File: config.mk
export PLATFORM = sky130hd
export DESIGN_NAME = copper_exec_flat
export DESIGN_NICKNAME = d
export VERILOG_FILES = /design/src/rtl/copper_exec_if.sv /design/src/rtl/copper_exec.sv /design/src/flat_wrapper.sv
export SDC_FILE = /design/constraint.sdc
export NUM_CORES = 1
export LEC_CHECK = 0
export CAP_MARGIN = 10
export CORE_ASPECT_RATIO = 1.2
export CORE_MARGIN = 4
export CORE_UTILIZATION = 30
export CTS_CLUSTER_DIAMETER = 100
export DETAILED_ROUTE_END_ITERATION = 16
export SYNTH_ARGS = -nofsm -noshare
export SYNTH_HDL_FRONTEND = slang
export SYNTH_SLANG_ARGS = --single-unit
File: constraint.sdc
create_clock -name clk -period 1.9 [get_ports clk]
set_input_delay 0.57 -clock clk [delete_from_list [all_inputs] [get_ports clk]]
set_output_delay 0.57 -clock clk [all_outputs]
set_load 0.01 [all_outputs]
File: src/rtl/copper_exec_if.sv
// XR register write port of the copper engine: request/ack handshake
// carrying a 12-bit register address and 16-bit write data.
interface copper_exec_if;
  logic        xr_wr_en_o;
  logic        xr_ack_i;
  logic [11:0] xr_addr_o;
  logic [15:0] xr_data_o;

  modport master (output xr_wr_en_o, xr_addr_o, xr_data_o, input xr_ack_i);
  modport slave  (input xr_wr_en_o, xr_addr_o, xr_data_o, output xr_ack_i);
endinterface

File: src/rtl/copper_exec.sv
// Copper execution engine: fetches 16-bit words from copper program memory,
// runs MOVE/WAIT/JUMP/NOP and issues XR register writes; restarts on EOF.
//
// state  | meaning
// IDLE   | engine disabled, pc held at 0
// FETCH  | pc on the read port
// DECODE | act on fetched opcode word
// FETCH2 | MOVE data word address on the read port
// DATA   | latch MOVE data, raise write request
// WRITE  | hold write request until acked
// WAIT   | stall on beam position (or until EOF)
module copper_exec #(
  parameter int AWIDTH = 10
) (
  input  logic              clk,
  input  logic              reset_n_i,
  input  logic              copp_en_i,
  input  logic              eof_i,
  input  logic [10:0]       h_count_i,
  input  logic [10:0]       v_count_i,
  output logic [AWIDTH-1:0] rd_address_o,
  input  logic [15:0]       rd_data_i,
  copper_exec_if.master     xr
);

  typedef enum logic [2:0] {
    S_IDLE, S_FETCH, S_DECODE, S_FETCH2, S_DATA, S_WRITE, S_WAIT
  } state_t;

  state_t            state_q;
  logic [AWIDTH-1:0] pc_q;
  logic              wr_en_q;
  logic [11:0]       xr_addr_q;
  logic [15:0]       xr_data_q;
  logic [10:0]       wait_tgt_q;
  logic              wait_v_q;
  logic              wait_eof_q;

  logic [AWIDTH-1:0] pc_inc_d;
  logic              wait_hit_d;

  assign pc_inc_d = pc_q + AWIDTH'(1);

  // The wait-for-EOF word would otherwise be satisfiable late in the frame.
  assign wait_hit_d = !wait_eof_q &&
                      (wait_v_q ? (v_count_i >= wait_tgt_q) : (h_count_i >= wait_tgt_q));

  always_ff @(posedge clk or negedge reset_n_i) begin
    if (!reset_n_i) begin
      state_q    <= S_IDLE;
      pc_q       <= '0;
      wr_en_q    <= 1'b0;
      xr_addr_q  <= '0;
      xr_data_q  <= '0;
      wait_tgt_q <= '0;
      wait_v_q   <= 1'b0;
      wait_eof_q <= 1'b0;
    end else if (!copp_en_i) begin
      state_q   <= S_IDLE;
      pc_q      <= '0;
      wr_en_q   <= 1'b0;
      xr_addr_q <= '0;
      xr_data_q <= '0;
    end else if (state_q == S_IDLE) begin
      state_q <= S_FETCH;
    end else if (eof_i) begin
      state_q <= S_FETCH;
      pc_q    <= '0;
      wr_en_q <= 1'b0;
    end else begin
      case (state_q)
        S_FETCH:  state_q <= S_DECODE;
        S_DECODE: begin
          case (rd_data_i[15:12])
            4'h0: begin
              xr_addr_q <= rd_data_i[11:0];
              pc_q      <= pc_inc_d;
              state_q   <= S_FETCH2;
            end
            4'h2: begin
              wait_tgt_q <= rd_data_i[10:0];
              wait_v_q   <= rd_data_i[11];
              wait_eof_q <= (rd_data_i == 16'h2BFF);
              state_q    <= S_WAIT;
            end
            4'h4: begin
              pc_q    <= rd_data_i[AWIDTH-1:0];
              state_q <= S_FETCH;
            end
            default: begin
              pc_q    <= pc_inc_d;
              state_q <= S_FETCH;
            end
          endcase
        end
        S_FETCH2: state_q <= S_DATA;
        S_DATA: begin
          xr_data_q <= rd_data_i;
          pc_q      <= pc_inc_d;
          wr_en_q   <= 1'b1;
          state_q   <= S_WRITE;
        end
        S_WRITE: begin
          if (xr.xr_ack_i) begin
            wr_en_q <= 1'b0;
            state_q <= S_FETCH;
          end
        end
        S_WAIT: begin
          if (wait_hit_d) begin
            pc_q    <= pc_inc_d;
            state_q <= S_FETCH;
          end
        end
        default: state_q <= S_IDLE;
      endcase
    end
  end

  assign rd_address_o  = pc_q;
  assign xr.xr_wr_en_o = wr_en_q;
  assign xr.xr_addr_o  = xr_addr_q;
  assign xr.xr_data_o  = xr_data_q;

endmodule
File: src/flat_wrapper.sv
// flat-port wrapper written by rule: the top's interface ports become plain ports
module copper_exec_flat 
#(
  parameter int AWIDTH = 10
)
  (clk, reset_n_i, copp_en_i, eof_i, h_count_i, v_count_i, rd_address_o, rd_data_i, xr_xr_wr_en_o, xr_xr_addr_o, xr_xr_data_o, xr_xr_ack_i);
  copper_exec_if xr_i ();
  input  logic clk;
  input  logic reset_n_i;
  input  logic copp_en_i;
  input  logic eof_i;
  input  logic [10:0] h_count_i;
  input  logic [10:0] v_count_i;
  output logic [AWIDTH-1:0] rd_address_o;
  input  logic [15:0] rd_data_i;
  output wire logic [$bits(xr_i.xr_wr_en_o)-1:0] xr_xr_wr_en_o;
  output wire logic [$bits(xr_i.xr_addr_o)-1:0] xr_xr_addr_o;
  output wire logic [$bits(xr_i.xr_data_o)-1:0] xr_xr_data_o;
  input wire logic [$bits(xr_i.xr_ack_i)-1:0] xr_xr_ack_i;
  assign xr_xr_wr_en_o = xr_i.xr_wr_en_o;
  assign xr_xr_addr_o = xr_i.xr_addr_o;
  assign xr_xr_data_o = xr_i.xr_data_o;
  assign xr_i.xr_ack_i = xr_xr_ack_i;
  copper_exec #(.AWIDTH(AWIDTH)) u_core (.clk(clk), .reset_n_i(reset_n_i), .copp_en_i(copp_en_i), .eof_i(eof_i), .h_count_i(h_count_i), .v_count_i(v_count_i), .rd_address_o(rd_address_o), .rd_data_i(rd_data_i), .xr(xr_i));
endmodule
Word level (Yosys, flattened, before mapping)
Cells that the tools add are included.
- reduce and logical (&&, ||, !) cells: 10
- add/subtract/negate cells: 1
- $lt $le $gt $ge: 2
- multiplexer cells: 28
- equality and inequality tests: 21
- bitwise operators: 2
- operators by type and width (kind ; number):
    $mux W16 ; 4
    $mux W12 ; 5
    $mux W10 ; 4
    $pmux W10 S3 ; 1
    $ge A11 B11 Y1 ; 2
    $pmux W10 S2 ; 1
    $pmux W3 S6 ; 1
    $eq A16 B14 Y1 const B ; 1
    $mux W3 ; 5
    $add A10 B1 Y10 const B ; 1
    $eq A3 B3 Y1 const B ; 3
    $ne A4 B4 Y1 const B ; 2
    $reduce_and A4 Y1 ; 2
    $eq A3 B2 Y1 const B ; 2
    $ne A2 B1 Y1 const B ; 3
    $pmux W3 S2 ; 1
    $reduce_and A3 Y1 ; 2
    $mux W1 ; 5
    $ne A5 B1 Y1 const B ; 1
    $ne A5 B3 Y1 const B ; 1
    $ne A5 B4 Y1 const B ; 1
    $reduce_and A5 Y1 ; 1
    $eq A4 B2 Y1 const B ; 1
    $eq A4 B3 Y1 const B ; 1
    11 further kinds ; 13
- output and inout port bits: 39
- register bits: 55
- bits of input ports: 43

Logic depth before layout (Yosys ltp)
- word-level depth: 8
- gate-level depth with buffers: 9

Worst setup path after synthesis
OpenSTA, ideal clock, no wires.
- path type: in2reg
- from: in v_count_i[8]
- to: reg u_core.pc_q[1] (netlist: u_core.rd_address_o[1])
- setup time: 125 ps
- arrival: 2156 ps
- setup slack: -381 ps
- stages: 8
- path buffers: 1
- cells stage by stage: ha_1 -> a211oi_2 -> nor2_1 -> a2111oi_4 -> a2bb2oi_1 -> and2_4 -> buf_6 -> mux2_4
- word-level cells in the longest chain between the ends: 5
- RTL lines (item ; RTL line ; source):
    start, declared ; flat_wrapper.sv:13 ; input logic [10:0] v_count_i;
    $ge A11 B11 Y1 ; copper_exec.sv:46 ; (wait_v_q ? (v_count_i >= wait_tgt_q) : (h_count_i >= wait_tgt_q));
    $mux W1 ; copper_exec.sv:46 ;
    $logic_and A1 B1 Y1 ; copper_exec.sv:45 ; assign wait_hit_d = !wait_eof_q &&
    $ne A4 B3 Y1 (no source line) ; n/a ;
    $reduce_and A4 Y1 (no source line) ; n/a ;
    end signal, assigned ; copper_exec.sv:77 ; pc_q <= pc_inc_d;
    end signal, assigned ; copper_exec.sv:87 ; pc_q <= rd_data_i[AWIDTH-1:0];
    end signal, assigned ; copper_exec.sv:91 ; pc_q <= pc_inc_d;
    end, declared ; copper_exec.sv:31 ; logic [AWIDTH-1:0] pc_q;
Every way passes these cells.
A chain may end at the register's enable or synchronous reset.

Worst setup path after layout
- from: in v_count_i[7]
- to: reg u_core.pc_q[1] (netlist: u_core.rd_address_o[1])
The elaborated chain is that of the path after synthesis.

==> summary.md <==
| Metric | Value |
|---|---|
| Run status | `complete, but fails checks` |
| Failing checks | `setup timing` |
| Setup violators final | `10` |
| R2R depth | `8` |
| Gr ovfl total | `0` |
| Combinational Power Share | `14.5%` |
| Nets@finish | `510` |
| DR WL/cell | `17.0 um` |
| Antenna cell count | `0` |
| DP HPWL | `7430 um` |
| Synthesized area per cell | `9.87 sq um` |
| Critical path origin | `v_count_i[7]` |
| Via count | `2896` |
| Sequential fraction of design power | `43.1%` |
| Placer Congestion | `0.833` |
| WL final | `9710 um` |
| CP delay by family, top | `compound AO/OA/AOI/OAI gates` |
| P_leak | `2.27 nW` |
| Syn Inst Count | `314` |
| Async S/R FF share, synth | `100%` |
| Final ANT Viol Nets | `0` |
| CTS tree | `built` |
| CP endpoint kind | `flip-flop` |
| Layout area overhead | `59.2%` |
| Final hold violations | `0` |
| Post-synth top area share | `44.4%` |
| # H-tree levels | `2` |
| Crit path launch type | `primary input` |
| Drc violations | `0` |
| Largest area contributor in the netlist | `dfrtp_1` |
| Vias in the first global route | `3076` |
| Worst-skew pair later-pin latency | `0.29 ns` |
| Crit Path Category | `in2reg` |
| Placeable Area | `10100 sq um` |
| Most frequent cells in the layout | `dfrtp_1 (53), buf_4 (51), clkdlybuf4s50_1 (50)` |
| Initial antenna violation count | `0` |
| Top_reg_cell synth | `dfrtp_1` |
| Max cap viols | `0` |
| Synth top area cells | `dfrtp_1 (44%), ha_1 (9.3%), nand2_1 (4.8%), a22o_1 (4.5%), mux2i_1 (4.2%)` |
| NetSw | `0.636 mW` |
| Boundary Pins | `82` |
| Worst Hold Class | `in2async` |
| Initial Util | `30.8%` |
| Yosys reg bits | `55` |
| Seq/Total Area, Yosys | `44.4%` |
| Max IR drop VDD | `0.326 mV` |
| Slowest CP cell | `a2111oi_4` |
| R2r endpoint | `u_core.rd_address_o[1]` |
| Worst Tran Pin Value | `0.369 ns` |
| Clock Sinks | `55` |
| FF-to-FF setup slack | `-0.11 ns` |
| FF+latch area | `1380 sq um` |
| CTS max path bufs | `2` |
| Synth warn | `0` |
| Global-route wire length before repair | `15600 um` |
| Die W | `101 um` |
| Critical-path cell list | `clkdlybuf4s15_1, ha_4, nand4_1, nor2_2, a2111oi_4, a2bb2oi_4, and2_4, mux2_4` |
| DRT iter0 DRCs | `135` |
| GR Util All Layers | `16.3%` |
| Critical Path RT | `2.08 ns` |
| Max-slew violation count | `0` |
| Distinct cell type count after synthesis | `48` |
| Final worst-path cycle share | `107%` |
| Min Clock Period, post-route | `2.04 ns` |
| Worst Setup Slack, final | `-0.137 ns` |
| Largest net degree at the start of global routing | `56` |
| Power Dens Cells | `561 nW/um^2` |
| Clock Tree Root | `clkbuf_16` |
| Worst-path fanout max | `5` |
| Place WS | `-0.761 ns` |
| Setup TNS Final | `-0.765 ns` |
| Vias per cell | `5.07` |
| EDFF count, synth | `0` |
| Worst Path Buf+Inv | `1` |
| Row count | `40` |
| Die height | `119 um` |
| RSZ-0062 raised after global routing | `yes` |
| Most common cell after layout, fill and taps aside | `dfrtp_1` |
| Clock Skews | `0.00640 ns` |
| Port buffer count | `81` |
| Reg clk slew, reported paths | `0.07 ns` |
| Total power | `2.77 mW` |
| Netlist Area Pre-Place | `3100 sq um` |
| CP endpoint | `u_core.rd_address_o[1]` |
| Fmax | `491 MHz` |
| Clock share of power | `42.4%` |
| Crit path DAT | `2.21 ns` |
| Fillers | `920` |
| TritonCTS Buffers | `5` |
| Worst path depth | `8` |
| Crit-path max cell delay | `0.43 ns` |
| Share of layout cells above drive strength 1 | `32.8%` |
| Multi-input gate area | `1910 sq um` |
| Int Power | `2.13 mW` |
| Area of the die | `12000 sq um` |
| Switching share of power | `23.0%` |
| DRT Pass-1 Iters | `4` |
| Slew headroom | `75.4%` |
| Reg2reg start | `u_core.wait_tgt_q[8]` |
| Net Count, Synth | `380` |
| CTS Hold Bufs | `0` |
==> layer usage <==
layer	global-route usage, %	share of wire (%)
met5	0	0
met4	4.13	1.9
met3	3.40	5.4
met2	28.2	52
met1	20.4	41
==> Yosys cell counts (2+ instances only) <==
cell type and n:
dfrtp_1 55, nand2_1 40, nor2_1 24, ha_1 23, o21ai_0 20, a22o_1 16
inv_1 16, mux2i_1 13, nand3_1 13, a21oi_1 10, a32o_1 8, o31ai_1 7
buf_2 6, clkbuf_1 6, nand4_1 5, nor3_1 5, nand2b_1 4, a21o_1 3
and3_1 3, buf_4 3, nor2b_1 3, a31oi_1 2, buf_6 2, mux2_2 2
or3_1 2
==> power groups by stage <==
stage	combinational (mW)	clock, mW	sequential (mW)
2_1_floorplan	0.136	0	1.21
3_3_place_gp	0.382	0	1.22
3_5_place_dp	0.387	0	1.22
4_1_cts	0.391	1.21	1.19
5_1_grt	0.437	1.26	1.19
6_report	0.401	1.17	1.19
==> registers in the layout (all words and copies together) (netlist names) <==
name                  cells
u_core.wait_eof_q         1
u_core.wait_v_q           1
u_core.rd_address_o      10
u_core.state_q            3
u_core.xr.xr_wr_en_o      1
u_core.wait_tgt_q        11
u_core.xr.xr_data_o      16
u_core.xr.xr_addr_o      12
==> timing repair <==
item                                    4_1_cts  5_1_grt
buffers inserted                              5        1
endpoints found under the setup margin       38       38
cloned                                        2        0
endpoints found under the hold margin         0        0
pin swaps                                    38       21
resized for setup                            85       39
==> area by class of cell <==
class                           count  area share [%]
Clock inverter                      3            1.37
Timing Repair Buffer              139            24.8
Tap cell                          126            3.20
Clock buffer                        5            2.54
Multi-Input combinational cell    226            38.8
Inverter                           17            1.40
Sequential cell                    55            28.0
==> kinds of logic (layout without fill, tap and decap cells) <==
group           count (synthesis)  count (layout)  share of synthesized area, %
compound gates                 77              77                          18.6
fa+ha+maj                      23              23                          9.29
buf+inv                        34             164                          5.21
flops                          55              55                          44.4
mux                            16              16                          5.41
simple gates                  109             110                          17.0
==> through the flow <==
| step | hold slack (ns) | area [sq um] | instances | util (%) |
|---|---|---|---|---|
| after floorplan | 0.274 | 3260 | 314 | - |
| after global placement | 0.491 | 4540 | 557 | 45.1 |
| after detailed placement | 0.498 | 4540 | 557 | 45.1 |
| after CTS | 0.285 | 4870 | 571 | 48.4 |
| after global routing | 0.293 | 4930 | 571 | 49.0 |
| final | 0.261 | 4930 | 571 | 49.0 |
==> worst min path at each step <==
| stage | slack, ns | endpoint | cells past startpoint | from |
|---|---|---|---|---|
| after floorplan | 0.27 | u_core.rd_address_o[0] | 0 | reset_n_i |
| after global placement | 0.49 | u_core.xr.xr_data_o[0] | 1 | u_core.xr.xr_data_o[0] |
| after detailed placement | 0.50 | u_core.xr.xr_data_o[11] | 1 | u_core.xr.xr_data_o[11] |
| after CTS | 0.29 | u_core.wait_tgt_q[1] | 2 | reset_n_i |
| after global routing | 0.29 | u_core.wait_tgt_q[1] | 2 | reset_n_i |
| final | 0.26 | u_core.wait_tgt_q[1] | 2 | reset_n_i |
Power figures use the tool's default switching activity.
